`src/rtl/stage_sequencer.sv`:
```
// Single-clock stage sequencer for the multi-cycle RV32 core: one-hot FT/DC/EX/MA/WB
// enables, EX stretched by the extension ALU, MA stretched by memWait with optional timeout.
module stage_sequencer #(
    parameter int EX_MIN_CYCLES = 1,
    parameter int MEM_TIMEOUT   = 255,
    parameter int CNT_W         = 32
) (
    input  logic             CLK,
    input  logic             RST,
    input  logic             halt,
    input  logic             rwmem,
    input  logic             exUse,
    input  logic             exBusy,
    input  logic             memWait,
    output logic             enFT,
    output logic             enDC,
    output logic             enEX,
    output logic             enMA,
    output logic             enWB,
    output logic [2:0]       stage,
    output logic [CNT_W-1:0] retired,
    output logic             memTimeout
);
    typedef enum logic [2:0] {
        S_IDLE = 3'd0,
        S_FT   = 3'd1,
        S_DC   = 3'd2,
        S_EX   = 3'd3,
        S_MA   = 3'd4,
        S_WB   = 3'd5
    } state_t;

    // ex_cnt saturates, so it only needs to reach EX_MIN_CYCLES-1 and 1.
    localparam int EX_W   = $clog2(EX_MIN_CYCLES + 2);
    localparam int WAIT_W = (MEM_TIMEOUT > 1) ? $clog2(MEM_TIMEOUT + 1) : 1;
    localparam logic [WAIT_W-1:0] WAIT_LAST = WAIT_W'(MEM_TIMEOUT - 1);

    state_t            state;
    state_t            nxt;
    logic [EX_W-1:0]   ex_cnt;
    logic [WAIT_W-1:0] wait_cnt;
    logic              ex_done;
    logic              wait_expire;

    always_comb begin
        // exBusy is ignored in the ALU start cycle (ex_cnt == 0)
        ex_done     = (int'(ex_cnt) >= EX_MIN_CYCLES - 1) &&
                      (!exUse || (ex_cnt != '0 && !exBusy));
        wait_expire = (MEM_TIMEOUT != 0) && memWait && (wait_cnt == WAIT_LAST);
        nxt = state;
        case (state)
            S_IDLE:  if (!halt) nxt = S_FT;
            S_FT:    nxt = S_DC;
            S_DC:    nxt = S_EX;
            S_EX:    if (ex_done) nxt = rwmem ? S_MA : S_WB;
            S_MA:    if (!memWait || wait_expire) nxt = S_WB;
            S_WB:    nxt = halt ? S_IDLE : S_FT;
            default: nxt = S_IDLE;
        endcase
    end

    always_ff @(posedge CLK) begin
        if (RST) begin
            state      <= S_IDLE;
            stage      <= 3'd0;
            enFT       <= 1'b0;
            enDC       <= 1'b0;
            enEX       <= 1'b0;
            enMA       <= 1'b0;
            enWB       <= 1'b0;
            retired    <= '0;
            memTimeout <= 1'b0;
            ex_cnt     <= '0;
            wait_cnt   <= '0;
        end else begin
            state <= nxt;
            stage <= nxt;
            enFT  <= (nxt == S_FT);
            enDC  <= (nxt == S_DC);
            enEX  <= (nxt == S_EX);
            enMA  <= (nxt == S_MA);
            enWB  <= (nxt == S_WB);
            // WB never repeats, so nxt==WB marks exactly one retirement
            if (nxt == S_WB) retired <= retired + CNT_W'(1);
            if (state == S_EX && nxt == S_EX) begin
                if (ex_cnt != '1) ex_cnt <= ex_cnt + EX_W'(1);
            end else begin
                ex_cnt <= '0;
            end
            if (state == S_MA && nxt == S_MA) wait_cnt <= wait_cnt + WAIT_W'(1);
            else                              wait_cnt <= '0;
            if (state == S_MA && wait_expire) memTimeout <= 1'b1;
        end
    end
endmodule

```
`config.mk`:
```
export PLATFORM = sky130hd
export DESIGN_NAME = stage_sequencer
export DESIGN_NICKNAME = d
export VERILOG_FILES = /design/src/rtl/stage_sequencer.sv
export SDC_FILE = /design/constraint.sdc
export NUM_CORES = 1
export LEC_CHECK = 0
export CAP_MARGIN = 10
export CORE_UTILIZATION = 30
export DETAILED_ROUTE_END_ITERATION = 16
export SETUP_SLACK_MARGIN = 0.5
export SYNTH_ARGS = -nofsm -noshare
export SYNTH_HDL_FRONTEND = slang
export SYNTH_SLANG_ARGS = --single-unit
```
`constraint.sdc`:
```
create_clock -name CLK -period 2.38 [get_ports CLK]
set_input_delay 0.476 -clock CLK [delete_from_list [all_inputs] [get_ports CLK]]
set_output_delay 0.476 -clock CLK [all_outputs]
set_load 0.02 [all_outputs]
```
# ---- After elaboration in Yosys (flattened, before gate mapping)
# Index checks and enable logic that the tools add are counted.
dict set report totals {
  register_bits 51
  latch_bits 0
  ramBits 0
  mem_bits_ro 0
  inputBits 7
  output_inout_bits 41
  wordCells 47
  n_memories 0
}
dict set report op_classes {
  addsub 3
  n_mul 0
  div 0
  order_cmp 0
  eq_ne 12
  shift 0
  n_mux 6
  bitwise 2
  reduce_logical 14
}
# cell count
set ops {}
lappend ops {{$add A32 B1 Y32 const B} 1}
lappend ops {{$pmux W3 S6} 1}
lappend ops {{$eq A3 B2 Y1 const B} 4}
lappend ops {{$eq A3 B3 Y1 const B} 4}
lappend ops {{$mux W3} 3}
lappend ops {{$add A8 B1 Y8 const B} 1}
lappend ops {{$eq A8 B8 Y1 const B} 1}
lappend ops {{$eq A3 B1 Y1 const B} 2}
lappend ops {{$logic_and A1 B1 Y1} 5}
lappend ops {{$reduce_or A2 Y1} 2}
lappend ops {{$logic_not A1 Y1} 3}
lappend ops {{$logic_not A3 Y1} 1}
lappend ops {{$add A2 B1 Y2 const B} 1}
lappend ops {{$logic_or A1 B1 Y1} 2}
lappend ops {{$mux W1} 2}
lappend ops {{$ne A2 B2 Y1 const B} 1}
lappend ops {{$not A1 Y1} 2}
lappend ops {{$reduce_bool A2 Y1} 1}

# ---- Logic depth before layout (Yosys ltp)
# Gate-level depths: netlist of the first run.
dict set report logic_depth {
  depth_word 9
  mapped_depth 9
}

# ---- Worst setup path before layout of the first run
# No wires, ideal clock.
dict set report synth_path {
  path_kind {register to register}
  start {register retired[0]}
  end {register retired[24]}
  setup_ns 0.070
  arrival_time_ns 2.190
  setup_slack_ns 0.120
  stages_incl_launch_ff 7
  synth_period_minus_slack_ns 2.260
  cell_sequence {dfxtp_1 > ha_1 > nand2_1 > or3_1 > or4_1 > or4_1 > a21oi_1}
}
dict set report synth_via {
  elab_chain_len 1
}
# item line
set synth_lines {}
lappend synth_lines {{from (decl)} 21} ;# output logic [CNT_W-1:0] retired,
lappend synth_lines {{from (signal assigned)} 84} ;# if (nxt == S_WB) retired <= retired + CNT_W'(1);
lappend synth_lines {{$add A32 B1 Y32} 84}
# No other way between the ends.
# A chain may end at the register's enable or synchronous reset.

# ---- Final worst setup path of the first run
dict set report layout_path {
  start {register ex_cnt[0]}
  end {register retired[9]}
}
dict set report layout_via {
  elab_chain_len 6
}
# item line
set layout_lines {}
lappend layout_lines {{from (decl)} 40} ;# logic [EX_W-1:0] ex_cnt;
lappend layout_lines {{from (signal assigned)} 86} ;# if (ex_cnt != '1) ex_cnt <= ex_cnt + EX_W'(1);
lappend layout_lines {{$reduce_bool A2 Y1} 48} ;# (!exUse || (ex_cnt != '0 && !exBusy));
lappend layout_lines {{$logic_and A1 B1 Y1} 48}
lappend layout_lines {{$logic_or A1 B1 Y1} 48}
lappend layout_lines {{$mux W3} 55} ;# S_EX: if (ex_done) nxt = rwmem ? S_MA : S_WB;
lappend layout_lines {{$pmux W3 S6} 51} ;# case (state)
lappend layout_lines {{$eq A3 B3 Y1} 84}
# No other way between the ends.

==> summary.txt, run 1 <==
Global route
  – Pin count of the biggest net entering global routing: 34
  – Overall Global Routing Usage: 17.25%
  – First-pass GRT wire length: 11.87 mm
  – Overflow after GRT: 0
  – Initial antenna violation count: 0
  – Vias in the first global route: 2490

Logic synthesis
  – Cells after Synth: 285
  – Post-synth top area share: 41.61%
  – Post-synthesis xor/xnor area fraction: 2.856%
  – Syn avg cell area: 8.609 sq um
  – Yosys reg bits: 51
  – Area of the mapped netlist: 2454 sq um
  – Post-synthesis sequential area ratio: 41.61%
  – Largest family of logic cells by synthesized area: simple AND/OR/NAND/NOR gates
  – Synth warnings: 0
  – Adder-cell share of the synthesized area: 2.550%
  – Ys flop type: dfxtp_1
  – Simple-gate area share of the yosys netlist: 30.19%
  – Cell type with the largest total area after synthesis: dfxtp_1
  – Proportion of synthesized area in mux cells: 0.8669%
  – Compound-Gate Fraction of Synth Area: 18.46%
  – Synth area leaders: dfxtp_1 (42%), or4_1 (8.3%), o31ai_1 (7.3%)
  – Netlist cell types: 40
  – Synth Net Count: 297
  – Post-synth ARST share: 0%
  – EDFF count, synth: 0

Timing
  – Final setup vio count: 0
  – RSZ-0062 raised after global routing: yes
  – Worst-Margin Slew: 0.5090 ns
  – Final period util: 86.08%
  – Slew margin rel.: 65.75%
  – Worst Skew: 0.004293 ns
  – Number of hold violations in the final report: 0
  – Maximum clock frequency: 0.4881 GHz
  – Min Clock Period, post-route: 2.049 ns
  – Final Max Tran Viols: 0
  – Setup TNS: 0 ns

Hold path
  – HP Class: reg2reg

Critical path
  – CP startpoint kind: flop
  – WP data arrival: 2.28 ns
  – WP data required: 2.61 ns
  – Crit path largest cell delay: 0.50 ns
  – CP Cell Sequence: inv_2, ha_4, o21ai_4, a311oi_4, a211oi_4, buf_6, buf_12, or4_4, a21oi_1
  – Buffers & Inverters on Critical Path: 3
  – Critical path fanouts, max: 7
  – Crit end category: flop
  – Slowest CP cell: or4_4
  – Crit path kind: reg2reg
  – CP delay by family, top: compound AO/OA/AOI/OAI gates

Finish
  – Layout fillers: 736
  – Finished Core Util: 51.46%
  – Register area: 1084 sq um
  – Final #Nets: 392
  – Share of layout cells above drive strength 1: 35.70%
  – ANT cells: 0
  – Area of the multi-input gates: 1598 sq um
  – Synth-to-layout area growth: 63.74%

Routing
  – First DRT Iteration DRCs: 74
  – Routed len/inst: 15.37 microns
  – DR vias/cell: 5.383
  – Drt pass-1 iters: 4
  – Total number of vias: 2600
  – DRC viols: 0
  – Post-Route WL: 7.422 mm
  – Final ANT Viol Nets: 0

Power and ir drop
  – Total power draw: 0.001887 W
  – Worst VDD drop: 0.2431 mV
  – P_leak: 1.604 nW
  – PD cells: 469.6 nW/um^2

Floorplanning
  – I/O pin total: 48
  – FP Rows: 32
  – Core area: 7807 sq um
  – Chip Width: 92.44 microns
  – Starting density of the core: 31.43%
  – DIE AREA: 8544 sq um
  – Die height: 92.44 microns

CTS
  – Clk slew on worst S/H paths: 0.10 ns
  – CTS tree: done
  – # H-tree levels: 2
  – Worst-Skew Late Latency: 0.31 ns
  – Longest Clk Path Bufs: 2
  – Total CTS buffers: 5
  – CTS root buffer: clkbuf_8
  – CTS Sinks: 51

Placement
  – Number of I/O port buffers: 47
  – HPWL Detailed: 4.422 mm
  – Routability Congestion: 0.7401

Status
  – Status: finished, final reports clean

Job
  – Max Cap Violations: 0
[cells in the final DEF (no fill, tap or decap), types with 13 or more instances in the layout]
cell type         n
buf_4            40
clkdlybuf4s50_1  29
a21oi_1          25
dfxtp_1          23
or4_1            22
nand2_1          21
nor2_1           21
o31ai_1          18
dfxtp_2          17
dlymetal6s2s_1   13
[worst min-delay path, stage by stage (launching register included)]
cell     delay, ns
dfxtp_1       0.34
a31oi_1       0.04
nor2_1        0.07
[cell type report]
type                            instances  share of cell area [%]
Timing Repair Buffer                  104                   26.13
Sequential cell                        51                   26.97
Multi-Input combinational cell        212                   39.77
Clock inverter                          3                   1.682
Inverter                                6                  0.5606
Clock buffer                            5                   1.713
Tap cell                              102                   3.177
[cells by family (layout without fill, tap and decap cells)]
logic type	count (synthesis)	count (layout)
and+or+nand+nor	127	127
AOI/OAI and AO/OA	70	70
DFF	51	51
buffers and inverters	22	118
xor gates and xnor gates	8	8
adders and majority gates	5	5
muxes	2	2
[Yosys cell counts (all sizes together), types with 3 or more instances]
| master | n |
|---|---|
| o31ai | 24 |
| nand3 | 14 |
| or4 | 27 |
| nand2 | 22 |
| a21oi | 31 |
| and2 | 3 |
| buf | 3 |
| dfxtp | 51 |
| o21ai | 7 |
| nor2 | 21 |
| clkbuf | 13 |
| nand4 | 7 |
| xnor2 | 4 |
| inv | 6 |
| nor2b | 3 |
| nor3 | 3 |
| xor2 | 4 |
| nor4 | 3 |
| or3 | 9 |
| and4 | 3 |
| ha | 5 |
| and3 | 5 |
[what timing repair did]
item	CTS	global route
setup buffers	32	7
pin swaps	49	19
hold endpoints to repair	0	0
cloned	2	0
resized for setup	43	39
endpoints found under the setup margin	45	59
hold buffers	0	0
[sequential cells by signal, summed over array words and instances (netlist names)]
| signal | flops |
|---|---|
| enDC | 1 |
| enEX | 1 |
| enFT | 1 |
| enMA | 1 |
| enWB | 1 |
| ex_cnt | 2 |
| memTimeout | 1 |
| retired | 32 |
| state | 3 |
| wait_cnt | 8 |
[path summary, 6_finish.rpt]
| path | startpoint | end | slack (ns) | cells after the start |
|---|---|---|---|---|
| max | ex_cnt[0] | retired[9] | 0.33 | 9 |
| min | memTimeout | memTimeout | 0.48 | 2 |
| max reg2reg | ex_cnt[0] | retired[9] | 0.33 | 9 |
| min reg2reg | memTimeout | memTimeout | 0.48 | 2 |
[per-stage QoR]
stage               instances  hold WS [ns]  setup WS [ns]  cell area, sq um
global route              483        0.5123         0.2731              4018
floorplan                 285        0.4186         0.4533              2569
global placement          434        0.4305        -0.1002              3244
detailed placement        434        0.4471        -0.1348              3244
CTS                       476        0.4879         0.3354              3820
finish                    483        0.4751         0.3314              4018
[layer usage]
| metal | GRT usage, % | wire length [microns] |
|---|---|---|
| met1 | 20.93 | 3322 |
| met2 | 31.30 | 3765 |
| met3 | 2.135 | 253 |
| met4 | 5.599 | 80 |
| met5 | 0 | 0 |
[report_power, final]
part,leakage [nW],switching (W),total (W),internal [W]
clock network,0.0644,0.000308,0.000727,0.000419
registers,0.429,0.0000123,0.000864,0.000851
logic,1.11,0.000147,0.000295,0.000149
total,1.60,0.000467,0.00189,0.00142
Note: power is estimated with default switching activity, not from simulation.
==> run 2, diff against run 1 <==
- CORE_MARGIN: default -> 10
==> run 2 against run 1 <==
Against the previous run:
- sequential power is essentially flat
- register-to-register slack is essentially flat
- sequential cell count is the same
- total power shrank 7.2%
- setup slack gained 0.0032 ns
- sequential share of layout area is essentially flat
- final cell count shrank 1.2%
- design area is essentially flat
- critical endpoint is now retired[18]
==> summary.txt, run 2 (synthesis gave the netlist of run 1 again) <==
Hold path
  – HP Class: reg2reg (unchanged)
  – Hold path cells: 2 (unchanged)

Routing
  – First DRT Iteration DRCs: 89 (was 74)
  – Post-Route WL: 7.835 mm (was 7.422 mm)
  – DRC viols: 0 (unchanged)
  – DR vias/cell: 5.400 (was 5.383)
  – Routed len/inst: 16.43 microns (was 15.37 microns)
  – Total number of vias: 2576 (was 2600)
  – Drt pass-1 iters: 6 (was 4)
  – Final ANT Viol Nets: 0 (unchanged)

Global route
  – Pin count of the biggest net entering global routing: 19 (was 34)
  – Global routing's busiest layer: met2 (unchanged)
  – Initial antenna violation count: 0 (unchanged)
  – Overall Global Routing Usage: 12.20% (was 17.25%)
  – GR met1 Demand/Resource: 15.24% (was 20.93%)
  – GR Util met2: 20.23% (was 31.30%)
  – First-pass GRT wire length: 12.81 mm (was 11.87 mm)
  – Vias in the first global route: 2495 (was 2490)
  – M3 GR Usage: 2.701% (was 2.135%)
  – Overflow after GRT: 0 (unchanged)

Floorplanning
  – Starting density of the core: 31.27% (was 31.43%)
  – Core area: 7848 sq um (was 7807 sq um)
  – Die height: 110.4 microns (was 92.44 microns)
  – I/O pin total: 48 (unchanged)
  – Chip Width: 110.4 microns (was 92.44 microns)
  – DIE AREA: 12200 sq um (was 8544 sq um)
  – FP Rows: 32 (unchanged)

Finish
  – Final Instance Area: 4021 sq um (was 4018 sq um)
  – Top reg by flops: retired (unchanged)
  – Fin cells: 477 (was 483)
  – Synth-to-layout area growth: 63.90% (was 63.74%)
  – Most common cell after layout, fill and taps aside: clkdlybuf4s50_1 (was buf_4)
  – Share of layout cells above drive strength 1: 38.93% (was 35.70%)
  – Top Registers: retired x32, wait_cnt x8, state x3 (unchanged)
  – Max FFs per register: 32 (unchanged)
  – ANT cells: 0 (unchanged)
  – Most frequent cells in the layout: clkdlybuf4s50_1 (38), or4_1 (25), buf_4 (25) (was buf_4 (40), clkdlybuf4s50_1 (29), a21oi_1 (25))
  – Final #Nets: 386 (was 392)

Power and ir drop
  – Internal: 0.001274 W (was 0.001419 W)
  – Worst VDD drop: 0.2439 mV (was 0.2431 mV)
  – PD cells: 435.3 nW/um^2 (was 469.6 nW/um^2)
  – Clock power share: 28.6% (was 38.6%)
  – Net Sw Frac: 27.24% (was 24.77%)
  – P_leak: 1.378 nW (was 1.604 nW)
  – Comb pwr share: 22.1% (was 15.7%)
  – NetSw: 0.0004769 W (was 0.0004673 W)
  – Total power draw: 0.001751 W (was 0.001887 W)
  – Sequential power share: 49.3% (was 45.8%)

Placement
  – Number of I/O port buffers: 47 (unchanged)
  – Placed Area: 3274 sq um (was 3244 sq um)
  – Pre-CTS WS: -0.1482 ns (was -0.1348 ns)
  – Placed insts: 438 (was 434)
  – HPWL Detailed: 4.885 mm (was 4.422 mm)
  – Routability Congestion: 0.7896 (was 0.7401)

Timing
  – Min Clock Period, post-route: 2.045 ns (was 2.049 ns)
  – Final setup vio count: 0 (unchanged)
  – Maximum clock frequency: 0.4889 GHz (was 0.4881 GHz)
  – Slew margin rel.: 64.81% (was 65.75%)
  – Final Max Tran Viols: 0 (unchanged)
  – Worst Skew: 0.006262 ns (was 0.004293 ns)
  – RSZ-0062 raised after global routing: yes (unchanged)
  – Number of hold violations in the final report: 0 (unchanged)
  – PnR worst setup slack: 0.3346 ns (was 0.3314 ns)
  – Final period util: 85.94% (was 86.08%)
  – Worst-Margin Slew: 0.5230 ns (was 0.5090 ns)

Critical path
  – Crit end category: flop (unchanged)
  – WP data required: 2.63 ns (was 2.61 ns)
  – CP startpoint kind: flop (unchanged)
  – Critical path fanouts, max: 4 (was 7)
  – Worst r2r path cells: 8 (was 9)
  – Crit path kind: reg2reg (unchanged)
  – WP data arrival: 2.29 ns (was 2.28 ns)

CTS
  – CTS tree: done (unchanged)
  – Total CTS buffers: 5 (unchanged)
  – Longest Clk Path Bufs: 2 (unchanged)
  – # H-tree levels: 2 (unchanged)
  – # hold bufs at CTS: 0 (unchanged)
  – CTS Sinks: 51 (unchanged)
  – CTS root buffer: clkbuf_8 (unchanged)
  – Worst-Skew Late Latency: 0.31 ns (about the same)
  – Clk slew on worst S/H paths: 0.10 ns (about the same)

Job
  – Max Cap Violations: 0 (unchanged)

Status
  – Status: finished, final reports clean (unchanged)
run 2: area by class of cell:
| type | count | area, sq um |
|---|---|---|
| clock buffers | 6 | 72.57 |
| clock inverters | 2 | 12.51 |
| fillers | 738 | 3826 |
| inverters | 6 | 22.52 |
| multi-input cells | 212 | 1638 |
| flip-flops and latches | 51 | 1085 |
| well taps | 102 | 127.6 |
| repair buffers | 98 | 1064 |
run 2: final timing paths:
path / startpoint / end / slack (ns)
min reg2reg: memTimeout / memTimeout / 0.48
max: ex_cnt[0] / retired[18] / 0.33
max reg2reg: ex_cnt[0] / retired[18] / 0.33
min: memTimeout / memTimeout / 0.48
run 2: worst max-delay path, cell delays in order, from the launching register on:
cell and delay (ns):
dfxtp_2 0.35, inv_2 0.04, ha_4 0.16, o21ai_4 0.21, a21oi_4 0.11, buf_4 0.15, or4_1 0.52, or3_1 0.33
a21oi_2 0.11
run 2: metal layers:
layer / part of all wire [%] / up-vias / wire length (microns)
met5: 0 / - / 0
met4: 1.4 / 0 / 108
met3: 4.5 / 8 / 350
met2: 48 / 57 / 3797
met1: 46 / 1247 / 3577
li1: - / 1264 / -
run 2: metrics by stage:
stage | hold WS (ns) | setup TNS [ns] | utilization [%]
after floorplan | 0.4186 | 0 | -
after global placement | 0.4318 | -2.346 | 41.73
after detailed placement | 0.4358 | -2.796 | 41.73
after CTS | 0.4792 | 0 | 48.74
after global routing | 0.5121 | 0 | 51.24
final | 0.4821 | 0 | 51.24
run 2: repair_timing:
action / 4_1_cts / 5_1_grt
cloned: 6 / 0
pin swaps: 36 / 14
setup endpoints to repair: 41 / 54
gates resized for setup: 51 / 44
buffers inserted: 19 / 6
run 2: power groups by stage:
| stage | sequential (W) | clock (W) | combinational (W) |
|---|---|---|---|
| 6_report | 0.000863 | 0.000500 | 0.000387 |
| 3_5_place_dp | 0.000883 | 0 | 0.000201 |
| 2_1_floorplan | 0.000893 | 0 | 0.0000914 |
| 3_3_place_gp | 0.000883 | 0 | 0.000199 |
| 5_1_grt | 0.000865 | 0.000549 | 0.000409 |
| 4_1_cts | 0.000864 | 0.000512 | 0.000357 |
==> patch 1: new RTL, settings of run 1 <==
Make the reset (`RST`) asynchronous in one clocked block.
--- a/src/rtl/stage_sequencer.sv
+++ b/src/rtl/stage_sequencer.sv
@@ -59,7 +59,7 @@
         endcase
     end
 
-    always_ff @(posedge CLK) begin
+    always_ff @(posedge CLK or posedge RST) begin
         if (RST) begin
             state      <= S_IDLE;
             stage      <= 3'd0;
Formal check against the unedited RTL: differs if RST is asserted again (counterexample within 4 cycles, from zero or initial values and one cycle with RST high); with RST held inactive, the same outputs for 10 cycles.
==> patch 1 against run 1 <==
- design area decreased by 9.2%
- worst setup slack improved by 0.18 ns
- routed wire length decreased by 24%
- global-route usage decreased by 4.2 points
- clock skew increased by 0.0051 ns
- sequential cell count unchanged
- area after synthesis increased by 4.3%
- sequential share of layout area increased by 8.2 points
Power is not compared: it rests on default switching activity, and its combinational part moved more than twofold at a synthesized area within 25%.
==> patch 1: results (changes against run 1) <==
global-route track usage on met1=17.2% (-3.7 points); Fin Clk Skew=0.00943 ns (+0.00514 ns); count of nets after finishing=307 (-22%); number of global-route vias before repair=1834 (-26%); depth of the worst hold-timing path=1 (-1); number of DRC markers in iteration 0=39 (-47%); Avg Synthesized Cell Area=11.6 um2 (+35%); estimated wirelength of the detail-placed design=3.62 mm (-18%); reg2reg path depth=7 (-2); routed wire length per instance=14.1 um (-8.0%); share of synthesized area occupied by flip-flops and latches=49.9% (+8.2 points); vias per inst=4.69 (-13%); Setup crit start=state[1]$_DFF_PP0_; multiplexer share of the synthesized area=0.831% (-0.036 points); Routed met2 length=2.76 mm (-27%); end point of the critical path=retired[5]$_DFFE_PP0P_; All-Layer GR Usage=13.1% (-4.2 points); flip-flop cell with the highest count after synthesis=dfrtp_1; Max Fanout on Critical Path=8 (+1); hold endpoint=memTimeout$_DFFE_PP0P_; post-synth cell types=48 (+20%); Global Route met3 Usage=3.38% (+1.2 points); ranking of synthesized cells by instance count=dfrtp_1, xor2_1, nor2_1, nor3_1, nand2_1; post-synthesis compound-gate area fraction=4.64% (-14 points); Synth async-reset ratio=100% (+100 points); first-pass GRT wire length=9.02 mm (-24%); slack of the worst reg-to-reg path=0.51 ns (+0.18 ns); met3 WL post-DR=234 um (-7.5%); tightest slew margin relative to the limit=58.6% (-7.1 points); worst slack at placement=0.0599 ns (+0.195 ns); Adder-Cell Fraction of Synth Area=2.44% (-0.11 points); final-layout worst hold slack=0.476 ns (+0.00102 ns); Syn Nets=232 (-22%); Synth area leaders=dfrtp_1, xor2_1, nor3_1, nor2_1, ha_1; cell area reported after detailed placement=3180 um2 (-1.9%); worst-skew pair later-pin latency=0.30 ns; layout cells sized above 1=29.7% (-6.0 points); DR vias=1879 (-28%); met2 Track Usage GR=21.1% (-10 points); maximum number of pins on one net before global-route repair=30 (-12%); share of the synthesized netlist area taken by xor and xnor gates=13.0% (+10 points); WL met1=2.64 mm (-20%); hold path startpoint=memTimeout$_DFFE_PP0P_; run status=complete, no violations; final weighted congestion in routability-driven placement=0.759 (+2.6%); cell with the biggest individual delay on the critical path=dfrtp_2; largest stage delay on the critical path=0.47 ns (-0.03 ns)
[patch 1: cell count changes in the layout (fill, tap and decap cells not counted), sizes merged, moves of 14 or more]
| cell | change |
|---|---|
| o31ai | -23 |
| dfxtp | -51 |
| dfrtp | +51 |
| xor2 | +29 |
| buf | -30 |
| or4 | -27 |
| a21oi | -28 |
| nor3 | +14 |
[patch 1: layout make-up]
cell class	instances	area [um2]
Multi-Input combinational cell	155	1380
Timing Repair Buffer	75	746
Tap cell	105	131
Fill cell	787	4570
Clock inverter	2	12.5
Sequential cell	51	1280
Clock buffer	6	72.6
Inverter	7	28.8
[patch 1: timing repair]
item | CTS | global route
gates resized for setup | 26 | 38
setup buffers | 10 | 7
setup endpoints to repair | 43 | 38
hold endpoints to repair | 0 | 0
hold buffers | 0 | 0
cloned | 0 | 2
pin swaps | 7 | 17
==> patch 2: new RTL, config.mk and constraints of run 1 <==
Without the edit above. `MEM_TIMEOUT`: 255 -> 510.
--- a/src/rtl/stage_sequencer.sv
+++ b/src/rtl/stage_sequencer.sv
@@ -2,7 +2,7 @@
 // enables, EX stretched by the extension ALU, MA stretched by memWait with optional timeout.
 module stage_sequencer #(
     parameter int EX_MIN_CYCLES = 1,
-    parameter int MEM_TIMEOUT   = 255,
+    parameter int MEM_TIMEOUT   = 510,
     parameter int CNT_W         = 32
 ) (
     input  logic             CLK,
Check against the original RTL: same outputs for any inputs over 10 cycles, from zero or initial values and one cycle with RST high; that may be too few to reach the edited logic, so the function may still have changed.
==> patch 2 against run 1 <==
- non-clock buffer count down 33
- routed wire length fell by 17%
- worst setup slack improved by 0.14 ns
- area after synthesis is 2.5% higher
- count of clock-buffer cells in the layout up 2
- clock power fell by 27%
- sequential cell count up 1
- design area is 13% lower
- total power down 14%
- highest routed layer unchanged
==> patch 2: results (changes against run 1) <==
maximum number of pins on one net before global-route repair=43 (+26%); global-route track usage on met1=18.5% (-2.4 points); number of global-route vias before repair=2161 (-13%); quantity of gates resized following cts=17 (-60%); power share of the combinational group=12.3% (-3.4 points); Net Sw Power=0.411 mW (-12%); largest stage delay on the critical path=0.51 ns; Max Fanout on Critical Path=40 (+33); share of synthesized area occupied by flip-flops and latches=41.4% (-0.24 points); origin of the critical flop-to-flop path=wait_cnt[1]$_SDFF_PP0_; power share of the clock group=32.6% (-6.0 points); met3 WL post-DR=267 um (+5.5%); Synth area leaders=dfxtp_1, o31ai_1, or4_1, a21oi_1, nor2_1; first-pass GRT wire length=10.1 mm (-15%); post-layout min period=1.91 ns (-0.136 ns); cell count after placement=440 (+1.4%); post-synth cell types=42 (+5.0%); hold path startpoint=wait_cnt[0]$_SDFF_PP0_; number of DRC markers in iteration 0=81 (+9.5%); worst min-delay path category=reg2reg; DR vias=2361 (-9.2%); estimated wirelength of the detail-placed design=4.12 mm (-6.8%); Post CTS Setup Buffer Count=4 (-88%); Filler Cells Inserted=840 (+14%); ranking of synthesized cells by instance count=dfxtp_1, a21oi_1, nor2_1, o31ai_1, or4_1; final weighted congestion in routability-driven placement=0.773 (+4.5%); tightest slew margin relative to the limit=72.9% (+7.1 points); cell with the biggest individual delay on the critical path=clkdlybuf4s50_1; number of antenna cells inserted=0 (unchanged); slack of the worst reg-to-reg path=0.47 ns (+0.14 ns); Syn Nets=302 (+1.7%); Setup crit start=memWait; registers with the most flip-flops=retired x32, wait_cnt x9, state x3; top cell family by delay on the critical path=buffers and inverters; total CTS buffers=5 (unchanged); depth of the worst hold-timing path=1 (-1); Fin Clk Skew=0.0119 ns (+0.00761 ns); wire length reported by the detailed router=6.15 mm (-17%); worst slack at placement=-0.0458 ns (+0.0891 ns); Static Leakage=1.34 nW (-17%); Global Route met3 Usage=2.93% (+0.79 points); WL met1=2.95 mm (-11%); critical path class=in2reg; layout cells sized above 1=20.9% (-15 points); post-route non-filler standard cell count=454 (-6.0%); Max IR drop VDD=0.000213 V (-12%); hold endpoint=wait_cnt[0]$_SDFF_PP0_; met2 Track Usage GR=23.8% (-7.5 points); number of antenna violations at the first check in global routing=0 (unchanged); count of nets after finishing=360 (-8.2%); final-layout worst hold slack=0.447 ns (-0.0278 ns); Avg Synthesized Cell Area=8.68 um2 (+0.78%); run status=complete, no violations; endpoint of the worst-slack reg-to-reg timing path=retired[20]$_SDFFE_PP0P_; All-Layer GR Usage=14.3% (-2.9 points); reg2reg path depth=8 (-1); cell area reported after detailed placement=3220 um2 (-0.62%); Routed met2 length=2.84 mm (-25%); first-pass iteration count of the detailed router=4 (unchanged)
## patch 2: area by class of cell
type / count / area share, %
Tap cell: 105 / 3.75
Clock buffer: 7 / 2.46
Clock inverter: 1 / 0.214
Timing Repair Buffer: 71 / 20.5
Multi-Input combinational cell: 211 / 42.2
Inverter: 7 / 0.750
Sequential cell: 52 / 30.1
## patch 2: through the flow
stage               power, mW  TNS [ns]  util, %
floorplan                1.01         0        -
global placement         1.09   -0.0222     39.4
detailed placement       1.09   -0.0954     39.4
CTS                      1.63         0     41.3
global route             1.69         0     42.9
finish                   1.62         0     42.9
## patch 2: logic make-up (layout without fill, tap and decap cells)
family,after synthesis,count (layout),synth area share [%]
AND/OR/NAND/NOR,127,127,29.7
multiplexers,4,4,1.74
XOR/XNOR,9,9,3.13
adder cells (fa/ha/maj),5,5,2.49
AO/OA/AOI/OAI,66,66,16.6
buffers and inverters,27,86,4.92
flip-flops,52,52,41.4
